$ cat config.mk
export PLATFORM = sky130hd
export DESIGN_NAME = pipeline_hazard_ctrl
export DESIGN_NICKNAME = d
export VERILOG_FILES = /design/src/rtl/pipeline_hazard_ctrl.sv
export SDC_FILE = /design/constraint.sdc
export NUM_CORES = 1
export LEC_CHECK = 0
export CORE_MARGIN = 3
export CORE_UTILIZATION = 23
export CTS_BUF_LIST = sky130_fd_sc_hd__clkbuf_4 sky130_fd_sc_hd__clkbuf_8 sky130_fd_sc_hd__clkbuf_16
export DETAILED_ROUTE_END_ITERATION = 8
export PLACE_DENSITY_LB_ADDON = 0.1
export SLEW_MARGIN = 20
export SYNTH_ARGS = -nofsm -noshare
export SYNTH_HDL_FRONTEND = slang
export SYNTH_SLANG_ARGS = --single-unit
$ cat constraint.sdc
create_clock -name clk -period 2.1 [get_ports clk]
set_input_delay 0.315 -clock clk [delete_from_list [all_inputs] [get_ports clk]]
set_output_delay 0.315 -clock clk [all_outputs]
set_load 0.03 [all_outputs]
$ cat src/rtl/pipeline_hazard_ctrl.sv
// In-order pipeline hazard control: a 3-stage destination scoreboard with no bypass,
// branch flush sequencing and a saturating stall-cycle counter.
module pipeline_hazard_ctrl (
   input  logic        clk,
   input  logic        rst,
   input  logic        dec_valid,
   input  logic [4:0]  dec_src1,
   input  logic [4:0]  dec_src2,
   input  logic        dec_src1_en,
   input  logic        dec_src2_en,
   input  logic [4:0]  dec_dst,
   input  logic        dec_dst_en,
   input  logic        br_taken,
   input  logic        mem_busy,
   input  logic        stall_clr,
   output logic        d_pass,
   output logic        d_pcincr,
   output logic        flush,
   output logic [1:0]  state,
   output logic [15:0] stall_cnt
);

   localparam int unsigned REG_W = 5;
   localparam int unsigned CNT_W = 16;
   localparam int unsigned DEPTH = 3;

   typedef enum logic [1:0] {
      RUN   = 2'b00,
      FLUSH = 2'b01
   } state_e;

   typedef struct packed {
      logic             vld;
      logic [REG_W-1:0] dst;
   } sb_entry_t;

   state_e                      state_q, state_d;
   sb_entry_t [DEPTH-1:0]       sb_q, sb_d;
   logic      [CNT_W-1:0]       stall_cnt_q, stall_cnt_d;

   logic in_run;
   logic in_flush;
   logic hazard;
   logic issue;

   function automatic logic src_hit(input sb_entry_t e, input logic en, input logic [REG_W-1:0] src);
      return e.vld & en & (e.dst == src);
   endfunction

   // Hazard detection, issue decision and next-state logic; outputs forced low in reset.
   always_comb begin
      in_run   = (state_q == RUN);
      in_flush = (state_q == FLUSH);

      hazard = src_hit(sb_q[0], dec_src1_en, dec_src1) | src_hit(sb_q[1], dec_src1_en, dec_src1) |
               src_hit(sb_q[2], dec_src1_en, dec_src1) | src_hit(sb_q[0], dec_src2_en, dec_src2) |
               src_hit(sb_q[1], dec_src2_en, dec_src2) | src_hit(sb_q[2], dec_src2_en, dec_src2);

      issue = dec_valid & ~hazard & ~mem_busy & in_run & ~br_taken;

      d_pass   = rst & issue;
      d_pcincr = rst & (br_taken | in_flush | (~mem_busy & ~(dec_valid & hazard)));
      flush    = rst & (br_taken | in_flush);

      // A taken branch always (re)enters FLUSH; everything else, including stray encodings, returns to RUN.
      state_d = br_taken ? FLUSH : RUN;

      // The scoreboard keeps shifting through branches: older instructions still retire.
      sb_d[0].vld = issue & dec_dst_en;
      sb_d[0].dst = issue ? dec_dst : '0;
      sb_d[1]     = sb_q[0];
      sb_d[2]     = sb_q[1];

      stall_cnt_d = stall_cnt_q;
      if (stall_clr) begin
         stall_cnt_d = '0;
      end else if (in_run && !br_taken && dec_valid && !issue && (stall_cnt_q != {CNT_W{1'b1}})) begin
         stall_cnt_d = stall_cnt_q + CNT_W'(1);
      end
   end

   always_ff @(posedge clk or negedge rst) begin
      if (!rst) begin
         state_q     <= RUN;
         sb_q        <= '0;
         stall_cnt_q <= '0;
      end else begin
         state_q     <= state_d;
         sb_q        <= sb_d;
         stall_cnt_q <= stall_cnt_d;
      end
   end

   assign state     = state_q;
   assign stall_cnt = stall_cnt_q;

endmodule

==> results.yml <==
synth:
  yosys_warnings: 0
  syn-cell-area_mm2: 0.00187
  async_reset_ff_share_pct: 100
  synth_seq_area_share_pct: 46.9
  synth_cell_types: 33
  synth-seq-cells: 35
  synth_top_area_share_pct: 46.9
  synth_cells: 184
  yosys-top-cells-area: "dfrtp_1, xnor2_1, nand3_1, nand4_1, and2_1"
  post-synth-top-area-cell: "dfrtp_1"
  synth_edf_count: 0
  syn-num-nets: 209
  synth_flop_cell: "dfrtp_1"
  syn_avg_cell_area_um2: 10.2
route:
  num_vias: 1549
  antenna_left: 0
  drt-total-wl_mm: 4.86
  drt-pass1-iter-count: 4
  vias_per_cell: 4.48
  wl_per_cell_um: 14.0
  drc_errors: 0
  drt_iter0_drc: 38
final_layout:
  area_growth_pct: 46.6
  final_cells: 346
  drive_above_1_share_pct: 22.5
  nets: 268
  fin_util_pct: 35.1
  n_antenna_cell: 0
global_routing:
  antenna_found_initial: 0
  grt_max_degree: 24
  grtUsageTotal_pct: 11.6
  grt-ovfl-total: 0
  grt_pass1_vias: 1721
  grt_pass1_wl_mm: 8.20
sta:
  clock_skew_ns: 0.00835
  fin_crit_sh_pct: 98.8
  rsz0062_at_grt: "true"
  setup_viol: 0
  clock.fmax_mhz: 482
  hold_viol_final: 0
  drv_slew: 0
  finalCriticalPeriod_ns: 2.07
cts:
  clk_latency_ns: 0.28
  cts-buffers-inserted: 5
  h-tree-depth: 2
  cts_tree: "yes"
  cts_num_sinks: 35
  clkTransAtPathRegs_ns: 0.07
  clock_path_buffers: 2
  clock-root-buffer: "clkbuf_8"
setup_path:
  required_ns: 1.78
  crit_type: "register to output pin"
  crit_path_end_kind: "output pin"
  path_max_fanout: 4
  cp-start-kind: "register"
  arrival_ns: 1.76
power_and_ir_drop:
  power_w: 0.00160
  power.density_mw_per_mm2: 586
  peakVddDrop_mv: 0.248
  p_leak_nw: 1.09
die:
  die-area_mm2: 0.00924
  die_h_um: 96.1
  start_util_pct: 23.9
  core_area_mm2: 0.00781
  rows: 32
  io-pin-count: 45
  die_width_um: 96.1
placed_design:
  placedCellCount: 335
  portBuffers: 43
  dp_hpwl_mm: 3.60
  routabilityCongestion: 0.778
flow_run:
  cap_viol_max_count: 0
status:
  outcome: "complete, no violations"
min_path:
  min_path_type: "register to register"
## critical path: stages (launching register included)
cell and delay (ns):
dfrtp_1 0.43, xnor2_1 0.20, nand4_1 0.12, o22a_1 0.24, and4_4 0.20, and2_4 0.16, buf_6 0.13
## state kept, by name (all words and copies together), names as in the netlist
| signal | cells |
|---|---|
| sb_d | 12 |
| stall_cnt | 16 |
| sb_q | 6 |
| state | 1 |
## logic make-up (layout without fill, tap and decap cells)
| kind of cell | after synthesis | after routing | synth area share [%] |
|---|---|---|---|
| DFF | 35 | 35 | 46.9 |
| and+or+nand+nor | 77 | 77 | 23.0 |
| xor gates and xnor gates | 30 | 30 | 14.1 |
| AOI/OAI and AO/OA | 25 | 25 | 8.57 |
| other | 1 | 1 | 0.201 |
| muxes | 7 | 7 | 4.15 |
| adders and majority gates | 1 | 1 | 0.670 |
| buffers and inverters | 8 | 68 | 2.41 |
## final cells by class
type,count,area (um2)
Timing Repair Buffer,59,539
Clock inverter,2,60.1
Sequential cell,35,880
Fill cell,805,5070
Tap cell,102,128
Clock buffer,6,76.3
Inverter,1,3.75
Multi-Input combinational cell,141,1050
## repair_timing
action                                  4_1_cts  5_1_grt
pin swaps                                     8       13
resized for setup                            18       18
hold buffers                                  1        0
endpoints found under the setup margin       13       13
setup buffers                                 2        0
endpoints found under the hold margin        12        0
## metal layers
metal,global-route usage (%),vias up,routed length (um)
met3,3.44,4,242
met1,14.3,751,2170
met2,19.7,32,2410
li1,-,762,-
met4,3.08,0,35
met5,0,-,0
## report_power, final
group	leakage, nW	internal [W]	switching, W
clock	0.0688	0.000488	0.000247
combinational	0.537	0.0000896	0.0000885
sequential	0.479	0.000682	0.00000915
## metrics by stage
step	cell area, um2	hold slack [ns]	setup WS, ns	setup TNS (ns)
2_1_floorplan	1870	0.0194	0.00945	0
3_5_place_dp	2470	0.280	-0.374	-5.54
5_1_grt	2740	0.425	-0.0684	-0.450
6_report	2740	0.417	0.0258	0
3_3_place_gp	2470	0.282	-0.394	-6.18
4_1_cts	2650	0.419	-0.0274	-0.0274
## final timing paths
| path | start | endpoint | slack (ns) | cells after the start |
|---|---|---|---|---|
| max | sb_d[9] | d_pass | 0.03 | 6 |
| max in group asynchronous | rst | sb_d[15] | 1.07 | 3 |
| min reg2reg | sb_d[17] | sb_q[17] | 0.42 | 0 |
| max reg2reg | sb_d[9] | stall_cnt[13] | 0.03 | 7 |
| min | sb_d[17] | sb_q[17] | 0.42 | 0 |
| min in group asynchronous | rst | stall_cnt[7] | 0.50 | 2 |
## synthesized netlist by cell type (2+ instances only)
library cell  instances
o21ai_0               6
xnor2_1              30
nand2_1               6
clkbuf_1              4
nand3_1              15
mux2_1                2
nand4_1               9
o22a_1                3
dfrtp_1              35
mux2_2                4
buf_4                 2
nor2b_1               7
o31ai_1               3
a21oi_1               9
nor2_1               13
or4_1                 2
nand2b_1              3
nor3_1                4
and2_1                8
or3_1                 6
## placed cells by master (no fill, tap or decap), drive strengths merged, types with 7 or more instances in the layout
| master | n |
|---|---|
| dfrtp | 35 |
| xnor2 | 30 |
| clkdlybuf4s50 | 29 |
| buf | 19 |
| nand3 | 15 |
| nor2 | 13 |
| dlygate4sd2 | 10 |
| nand4 | 9 |
| a21oi | 9 |
| and2 | 8 |
| nor2b | 7 |
Note: power is estimated with default switching activity, not from simulation.
